## src/rtl/matmul_result_writer.sv

```systemverilog
// rtl/matmul_result_writer.sv - captures a matmul result vector and streams the active sub-matrix to the ScratchPad
module matmul_result_writer #(
  parameter int DATA_WIDTH  = 16,
  parameter int BUS_WIDTH   = 64,
  parameter int ADDR_WIDTH  = 16,
  parameter int SP_NTARGETS = 4,
  localparam int MAX_DIM = BUS_WIDTH / DATA_WIDTH,
  localparam int DW = ($clog2(MAX_DIM) > 1) ? $clog2(MAX_DIM) : 1,
  localparam int TW = ($clog2(SP_NTARGETS) > 1) ? $clog2(SP_NTARGETS) : 1
) (
  input  logic                                 clk_i,
  input  logic                                 rst_ni,
  input  logic                                 start_i,
  input  logic [BUS_WIDTH*MAX_DIM*MAX_DIM-1:0] res_i,
  input  logic [MAX_DIM*MAX_DIM-1:0]           flags_i,
  input  logic [DW-1:0]                        dim_n_i,
  input  logic [DW-1:0]                        dim_p_i,
  input  logic [TW-1:0]                        target_i,
  output logic                                 busy_o,
  output logic                                 sp_wr_valid_o,
  input  logic                                 sp_wr_ready_i,
  output logic [ADDR_WIDTH-1:0]                sp_wr_addr_o,
  output logic [BUS_WIDTH-1:0]                 sp_wr_data_o,
  output logic                                 done_o,
  output logic [MAX_DIM*MAX_DIM-1:0]           flags_o,
  output logic                                 overflow_o
);

  localparam int NE = MAX_DIM * MAX_DIM;
  localparam int IW = ($clog2(NE) > 1) ? $clog2(NE) : 1;
  localparam int EW = ADDR_WIDTH + TW + IW + 2;

  localparam logic [1:0] ST_IDLE  = 2'd0;
  localparam logic [1:0] ST_WRITE = 2'd1;
  localparam logic [1:0] ST_DONE  = 2'd2;

  logic [1:0]                   state_q, state_d;
  logic [NE-1:0][BUS_WIDTH-1:0] res_q, res_d;
  logic [DW-1:0]                dim_n_q, dim_n_d;
  logic [DW-1:0]                dim_p_q, dim_p_d;
  logic [DW-1:0]                row_q, row_d;
  logic [DW-1:0]                col_q, col_d;
  logic [TW-1:0]                target_q, target_d;
  logic [NE-1:0]                flags_q, flags_d;
  logic [NE-1:0]                flags_mask;
  logic                         overflow_q, overflow_d;
  logic [ADDR_WIDTH-1:0]        addr_q, addr_d;
  logic [BUS_WIDTH-1:0]         data_q, data_d;
  logic                         last_beat;

  // Address is computed wide, then truncated or zero-extended to the port width.
  function automatic logic [ADDR_WIDTH-1:0] sp_addr(input logic [TW-1:0] tgt,
                                                    input logic [DW-1:0] row,
                                                    input logic [DW-1:0] col);
    logic [EW-1:0] full;
    full = EW'(tgt) * EW'(NE) + EW'(row) * EW'(MAX_DIM) + EW'(col);
    return full[ADDR_WIDTH-1:0];
  endfunction

  function automatic logic [IW-1:0] elem_idx(input logic [DW-1:0] row,
                                             input logic [DW-1:0] col);
    return IW'(row) * IW'(MAX_DIM) + IW'(col);
  endfunction

  always_comb begin
    for (int k = 0; k < NE; k++) begin
      flags_mask[k] = flags_i[k] && ((k / MAX_DIM) <= int'(dim_n_i))
                                 && ((k % MAX_DIM) <= int'(dim_p_i));
    end
  end

  assign last_beat = (row_q == dim_n_q) && (col_q == dim_p_q);

  always_comb begin
    state_d    = state_q;
    res_d      = res_q;
    dim_n_d    = dim_n_q;
    dim_p_d    = dim_p_q;
    target_d   = target_q;
    row_d      = row_q;
    col_d      = col_q;
    flags_d    = flags_q;
    overflow_d = overflow_q;
    addr_d     = addr_q;
    data_d     = data_q;
    case (state_q)
      ST_IDLE: begin
        if (start_i) begin
          state_d    = ST_WRITE;
          res_d      = res_i;
          dim_n_d    = dim_n_i;
          dim_p_d    = dim_p_i;
          target_d   = target_i;
          flags_d    = flags_mask;
          overflow_d = |flags_mask;
          row_d      = '0;
          col_d      = '0;
          addr_d     = sp_addr(target_i, '0, '0);
          data_d     = res_i[BUS_WIDTH-1:0];
        end
      end
      ST_WRITE: begin
        if (sp_wr_ready_i) begin
          if (last_beat) begin
            state_d = ST_DONE;
          end else begin
            // Column wraps at the active width so inactive elements are never visited.
            if (col_q == dim_p_q) begin
              col_d = '0;
              row_d = row_q + 1'b1;
            end else begin
              col_d = col_q + 1'b1;
            end
            addr_d = sp_addr(target_q, row_d, col_d);
            data_d = res_q[elem_idx(row_d, col_d)];
          end
        end
      end
      ST_DONE: state_d = ST_IDLE;
      default: state_d = ST_IDLE;
    endcase
  end

  always_ff @(posedge clk_i or negedge rst_ni) begin
    if (!rst_ni) begin
      state_q    <= ST_IDLE;
      res_q      <= '0;
      dim_n_q    <= '0;
      dim_p_q    <= '0;
      target_q   <= '0;
      row_q      <= '0;
      col_q      <= '0;
      flags_q    <= '0;
      overflow_q <= 1'b0;
      addr_q     <= '0;
      data_q     <= '0;
    end else begin
      state_q    <= state_d;
      res_q      <= res_d;
      dim_n_q    <= dim_n_d;
      dim_p_q    <= dim_p_d;
      target_q   <= target_d;
      row_q      <= row_d;
      col_q      <= col_d;
      flags_q    <= flags_d;
      overflow_q <= overflow_d;
      addr_q     <= addr_d;
      data_q     <= data_d;
    end
  end

  assign busy_o        = (state_q != ST_IDLE);
  assign sp_wr_valid_o = (state_q == ST_WRITE);
  assign done_o        = (state_q == ST_DONE);
  assign sp_wr_addr_o  = addr_q;
  assign sp_wr_data_o  = data_q;
  assign flags_o       = flags_q;
  assign overflow_o    = overflow_q;

endmodule

```

## config.mk

```make
export PLATFORM = sky130hd
export DESIGN_NAME = matmul_result_writer
export DESIGN_NICKNAME = d
export VERILOG_FILES = /design/src/rtl/matmul_result_writer.sv
export SDC_FILE = /design/constraint.sdc
export NUM_CORES = 2
export LEC_CHECK = 0
export CAP_MARGIN = 20
export CORE_AREA = 2 2 446 448
export DETAILED_ROUTE_END_ITERATION = 8
export DIE_AREA = 0 0 448 450
export DONT_BUFFER_PORTS = 1
export HOLD_SLACK_MARGIN = 0.05
export PLACE_DENSITY_LB_ADDON = 0.3
export SLEW_MARGIN = 10
export SYNTH_ARGS = -nofsm -noshare
export SYNTH_HDL_FRONTEND = slang
export SYNTH_SLANG_ARGS = --single-unit
```

## constraint.sdc

```tcl
create_clock -name clk_i -period 5.6 [get_ports clk_i]
set_input_delay 1.12 -clock clk_i [delete_from_list [all_inputs] [get_ports clk_i]]
set_output_delay 1.12 -clock clk_i [all_outputs]
set_load 0.1 [all_outputs]
```

== Word-level counts from Yosys, hierarchy flattened ==
Index checks and enable logic that the tools add are counted.

* Add/subtract/negate cells: 5
* Magnitude comparators: 7
* Equal/unequal tests: 8
* Mux-type cells: 29
* Reduce and logical (&&, ||, !) cells: 32

{| class="wikitable"
|+ Operator list
! kind !! count
|-
| 64-bit binary-select mux with 4-bit select || 1
|-
| 64-bit two-way mux || 4
|-
| 64-bit case mux with 2 select lines || 1
|-
| 16-bit two-way mux || 3
|-
| 2-bit two-way mux || 16
|-
| 16-bit case mux with 2 select lines || 1
|-
| 1-bit logical AND || 25
|-
| 16-bit OR reduction || 1
|-
| 2-bit case mux with 2 select lines || 3
|-
| 7-bit by 2-bit adder with 8-bit output || 1
|-
| 2-bit less-or-equal comparator (first input constant) || 4
|-
| 6-bit by 4-bit adder with 7-bit output || 1
|-
| 4-bit by 5-bit < comparator with 1-bit output (second input constant) || 1
|-
| 2-bit by 1-bit adder with 2-bit output (second input constant) || 2
|-
| 4-bit by 2-bit adder with 4-bit output || 1
|-
| 2-bit equality test || 2
|-
| 1-bit by 2-bit less-or-equal comparator with 1-bit output (first input constant) || 2
|-
| 2-bit by 1-bit inequality test with 1-bit output (second input constant) || 2
|-
| 2-bit inequality test (second input constant) || 2
|-
| 4-bit AND reduction || 1
|-
| 2-bit nonzero test || 2
|-
| 3-bit AND reduction || 1
|-
| 2-bit by 1-bit equality test with 1-bit output (second input constant) || 1
|-
| 2-bit equality test (second input constant) || 1
|-
| other kinds (2) || 2
|}

* Register bits: 1133
* Input port bits: 1050
* Output and inout bits: 100
* Word-level logic and storage cells: 107

== Longest topological paths before layout ==
* Word-level depth: 11
* Depth in mapped cells: 11
* Depth with buffers taken out: 6

== Worst setup path after synthesis ==
Ideal clock, no wire load.

* Path kind: reg-to-output
* From: register state_q[1]
* To: output port sp_wr_valid_o
* Data arrival time: 2.056 ns
* Required time: 4.480 ns
* Setup slack: 2.424 ns
* Cell stages (with the launch flop): 6
* Buffers on the path: 3
* Cells stage by stage: dfrtp_1 nand2b_1 buf_2 inv_1 clkbuf_1 buf_1

* Longest elaborated chain between the ends: 1

{| class="wikitable"
|+ Ends and longest elaborated chain
! what !! RTL line !! RTL
|-
| start, declared || 37 || <nowiki>logic [1:0] state_q, state_d;</nowiki>
|-
| start signal, assigned || 138 || <nowiki>state_q <= state_d;</nowiki>
|-
| 2-bit by 1-bit equality test with 1-bit output || 153 || <nowiki>assign sp_wr_valid_o = (state_q == ST_WRITE);</nowiki>
|-
| end, declared || 20 || <nowiki>output logic sp_wr_valid_o,</nowiki>
|}

Every way passes these cells.

== Worst setup path in the final report ==
* From: register dim_p_q[1]
* To: register data_q[40] (netlist: sp_wr_data_o[40])

* Longest elaborated chain between the ends: 11
* Elaborated cells on any way between the ends: 18
* Those cells by class: add/sub (1); eq/ne (2); mux (13); reduce/logical (2)

{| class="wikitable"
|+ Ends and longest elaborated chain
! what !! RTL line !! RTL
|-
| start, declared || 40 || <nowiki>logic [DW-1:0] dim_p_q, dim_p_d;</nowiki>
|-
| start signal, assigned || 141 || <nowiki>dim_p_q <= dim_p_d;</nowiki>
|-
| 2-bit equality test (*) || 72, 108 ||
|-
| 2-bit two-way mux || 108 || <nowiki>if (col_q == dim_p_q) begin</nowiki>
|-
| 2-bit two-way mux || 104 || <nowiki>if (last_beat) begin</nowiki>
|-
| 2-bit two-way mux || 103 || <nowiki>if (sp_wr_ready_i) begin</nowiki>
|-
| 2-bit two-way mux || 86 || <nowiki>case (state_q)</nowiki>
|-
| 4-bit by 2-bit adder with 4-bit output || 62 || <nowiki>return IW'(row) * IW'(MAX_DIM) + IW'(col);</nowiki>
|-
| 64-bit binary-select mux with 4-bit select || 115 || <nowiki>data_d = res_q[elem_idx(row_d, col_d)];</nowiki>
|-
| 64-bit two-way mux (not written as such) || 115 ||
|-
| 64-bit two-way mux || 104 ||
|-
| 64-bit two-way mux || 103 ||
|-
| 64-bit case mux with 2 select lines || 86 ||
|-
| end signal, assigned || 148 || <nowiki>data_q <= data_d;</nowiki>
|-
| end, declared || 48 || <nowiki>logic [BUS_WIDTH-1:0] data_q, data_d;</nowiki>
|}

Mark *: on every way between the ends. The rest lies on a longest branch, timed or not. The select of a mux whose other input is x is not followed.
A chain may end at the register's enable or synchronous reset.

==> parameters.txt <==
Parameter                              Value

Synth
  Predominant post-synthesis flop cell    dfrtp_1
  Number of flops mapped to enable cells by yosys    0
  Register bit count reported by yosys    1119
  Post-synthesis cell area    54200 µm²
  Async SR Flop Fraction    100%
  Avg Synthesized Cell Area    8.24 µm²
  Proportion of synthesized chip area in sequential cells    51.7%
  Distinct cells, synth    69
  Yosys warning total    0
  Synthesized netlist cell count    about 6600

Floorplanning
  DIE AREA    202000 µm²
  Starting density of the core    roughly 28%
  Horizontal die dimension    between 400 and 500 µm
  Count of standard-cell rows    roughly 160
  Floorplan Core Area    between 150000 and 200000 µm²
  Die extent in y    approximately 450 µm
  Number of top-level pins    roughly 1200

Placement
  Number of buffer cells added on primary ports    0
  Post-detailed-placement cell area    ~57000 µm²
  Weighted congestion reported at the end of routability-driven placement    0.953
  Number of placed instances with taps included    just under 9000
  HPWL after DPL    243000 µm

Clocking
  Clk sinks    between 1000 and 1500
  Post CTS Setup Buffer Count    0
  Clock Latency Late Sink    ~820 ps
  CTS Buf Count    around 140
  H-tree levels    4
  CTS-repair resized insts    0
  Maximum clock insertion buffer count    3
  Clock transition time at the flip-flop clock pins of the worst setup and hold paths    roughly 60 ps
  CTS tree    done
  Root cell of the clock tree    clkbuf_16

Routing
  Average routed wire per standard cell    roughly 35 µm
  Vias post-DR    roughly 50000
  First DRT Iteration DRCs    ~6500
  Antenna viol nets, final    0
  Length of the first detailed-routing pass in iterations    9
  DR DRC count    0
  Via density per instance    approximately 5.6
  Drt total wl    about 320000 µm

Worst setup path
  Source of the worst register-to-register timing path    dim_p_q[1]
  Maximum fanout encountered on the critical timing path    just under 60
  Reg2reg setup slack    990 ps
  Capture instance of the worst register-to-register path    sp_wr_data_o[40]
  Crit path kind    register to register
  Critical Path Start Type    register
  Req. time, crit path    between 6000 and 7000 ps
  Worst Path Arrival    ~5300 ps
  R2r worst-path depth    8
  Worst setup EP type    register

Cells and area
  Combined flip-flop and latch cell area    28000 µm²
  Area of the multi-input gates    around 24000 µm²
  Fraction of final layout cells sized beyond drive strength 1    between 6 and 7%
  Final non-filler cell area    between 60000 and 70000 µm²
  Final nets    about 7400
  Signed area change from the synthesized netlist to the final layout    14.6%
  Layout Cells excl Fill    between 9000 and 10000
  Final-layout fill cell count    between 20000 and 25000

Power and ir drop
  Worst supply voltage drop on vdd    0.604 mV
  Combinational share of power    a little under half
  Internal Pwr Total    ~24 mW
  Total power density per cell area    between 800 and 900 nW/µm²
  Share of power burned in registers    34.6%
  Leakage Power    just under 30 nW
  Switching Fraction    between 50% and 60%
  Post-layout power    51.1 mW
  Sw Pwr    27.0 mW
  Clock network fraction of design power    between 15 and 20%

Timing
  Minimum period implied by the final worst setup slack    approximately 4600 ps
  Ratio of final minimum period to clock period    approximately 82%
  Worst clock skew    about 46 ps
  Final hold violation count    0
  Tightest Pin Transition    between 1000 and 1500 ps
  Unrepaired setup endpoints after global routing    no
  Rel. slew slack    between 10% and 20%
  Highest clock frequency the design can meet    between 0.2 and 0.25 GHz
  Final setup TNS    0 ps
  Slew Limit Fails    0
  # setup viols final    0

GRT
  Pin count of the biggest net entering global routing    approximately 960
  Combined global-route utilization of all metal layers    between 30 and 40%
  Initial antenna violation count    118
  First-pass GRT wire length    approximately 430000 µm
  Number of global-route vias before repair    just under 50000
  Total overflow reported by the global router    0

Worst hold path
  Hold crit path type    input pin to async pin

Job
  Max_cap viols    0

Status
  Result of the run    completed
==> area by class of cell <==
class / instances / share of cell area, %
inverters: 36 / 0.224
diodes: 75 / 0.302
multi-input cells: 4904 / 38.9
clock buffers: 200 / 6.48
well taps: 2640 / 5.32
clock inverters: 50 / 0.967
repair buffers: 141 / 2.67
flip-flops and latches: 1119 / 45.1
==> kinds of logic (layout without fill, tap and decap cells) <==
family / count (synthesis) / after routing / synth area share [%]
xor+xnor: 6 / 6 / 0.111
compound gates: 1138 / 1138 / 16.0
buf+inv: 567 / 427 / 4.32
other cells: 1 / 85 / 0.00692
flops: 1119 / 1119 / 51.7
simple gates: 3663 / 3663 / 26.2
mux: 87 / 87 / 1.61
==> worst max path at each step <==
stage               cells past startpoint                to       start
global placement                        6  sp_wr_data_o[35]    col_q[0]
global route                            8  sp_wr_data_o[40]  dim_p_q[1]
detailed placement                      8  sp_wr_data_o[40]  dim_p_q[1]
floorplan                               5     sp_wr_valid_o  state_q[1]
CTS                                     8  sp_wr_data_o[40]  dim_p_q[1]
finish                                  8  sp_wr_data_o[40]  dim_p_q[1]
==> stage by stage <==
| step | util (%) | hold slack, ps | setup slack, ps |
|---|---|---|---|
| after floorplan | - | 437 | 2420 |
| after global placement | 28.9 | 453 | 1160 |
| after detailed placement | 29.0 | 456 | 1180 |
| after CTS | 31.4 | 50.7 | 1160 |
| after global routing | 31.6 | 313 | 1080 |
| final | 31.6 | 227 | 987 |
==> sequential cells by signal, indices dropped and copies added, names as in the netlist <==
signal	count
target_q	2
sp_wr_data_o	64
dim_n_q	2
row_q	1
dim_p_q	2
res_q	1024
flags_o	16
state_q	2
col_q	1
sp_wr_addr_o	4
overflow_o	1
==> metal layers <==
layer	up-vias	global-route usage, %	wire length, µm
li1	21800	-	-
met1	25600	36.9	121000
met2	2802	49.0	148000
met3	659	7.11	25800
met4	32	21.0	25000
met5	-	0	214
==> timing repair <==
action,in CTS,in global routing
hold buffers,1,0
setup endpoints to repair,0,0
endpoints found under the hold margin,163,0
==> power groups by stage <==
stage	registers, mW	clock network (mW)	logic, mW
2_1_floorplan	15.9	0	13.6
3_3_place_gp	17.8	0	23.0
3_5_place_dp	17.6	0	23.6
4_1_cts	17.5	9.60	23.7
5_1_grt	17.9	9.89	25.5
6_report	17.7	9.40	24.0
==> Yosys cell counts, types with 29 or more instances <==
| cell type | n | area share, % |
|---|---|---|
| o2bb2ai_1 | 32 | 0.52 |
| nor3_1 | 44 | 0.41 |
| a22o_1 | 126 | 2.0 |
| a222oi_1 | 69 | 1.3 |
| a221oi_1 | 30 | 0.48 |
| o21ai_0 | 138 | 1.3 |
| clkbuf_1 | 350 | 2.4 |
| a211oi_1 | 50 | 0.69 |
| nor2_1 | 157 | 1.1 |
| a221o_1 | 32 | 0.59 |
| nand3_1 | 76 | 0.70 |
| dfrtp_1 | 1119 | 52 |
| o22ai_1 | 59 | 0.68 |
| o211ai_1 | 72 | 1.0 |
| inv_1 | 34 | 0.24 |
| a22oi_1 | 116 | 1.6 |
| a21oi_1 | 88 | 0.81 |
| mux2i_1 | 87 | 1.6 |
| a31oi_1 | 41 | 0.47 |
| nand2_1 | 3272 | 23 |
| o221ai_1 | 32 | 0.52 |
| nand2b_1 | 29 | 0.33 |
| a32oi_1 | 76 | 1.2 |
| buf_1 | 34 | 0.24 |
| buf_2 | 136 | 1.3 |
==> placed cells by master (no fill, tap or decap), drive strengths merged, types with 14 or more instances in the layout <==
cell type  instances
a211oi            50
a21oi             89
a221o             32
a221oi            30
a222oi            69
a22o             126
a22oi            117
a31o              17
a31oi             41
a32oi             76
and2              14
buf              140
clkbuf           201
clkinv            32
dfrtp           1119
diode             75
inv               41
mux2i             87
nand2           3273
nand2b            29
nand3             77
nor2             157
nor2b             16
nor3              45
nor4              20
o2111ai           23
o211a             17
o211ai            72
o21ai            147
o221ai            32
o22ai             59
o2bb2ai           32
o31ai             24
o32ai             27
==> critical path, stage by stage (launching register included) <==
cell      delay, ps
dfrtp_4         610
buf_4           630
nor2b_1         310
nor3_2          120
buf_4           360
a222oi_1        430
o21ai_0         500
a211oi_1       1180
o21ai_0         190
(Power assumes the default switching activity.)
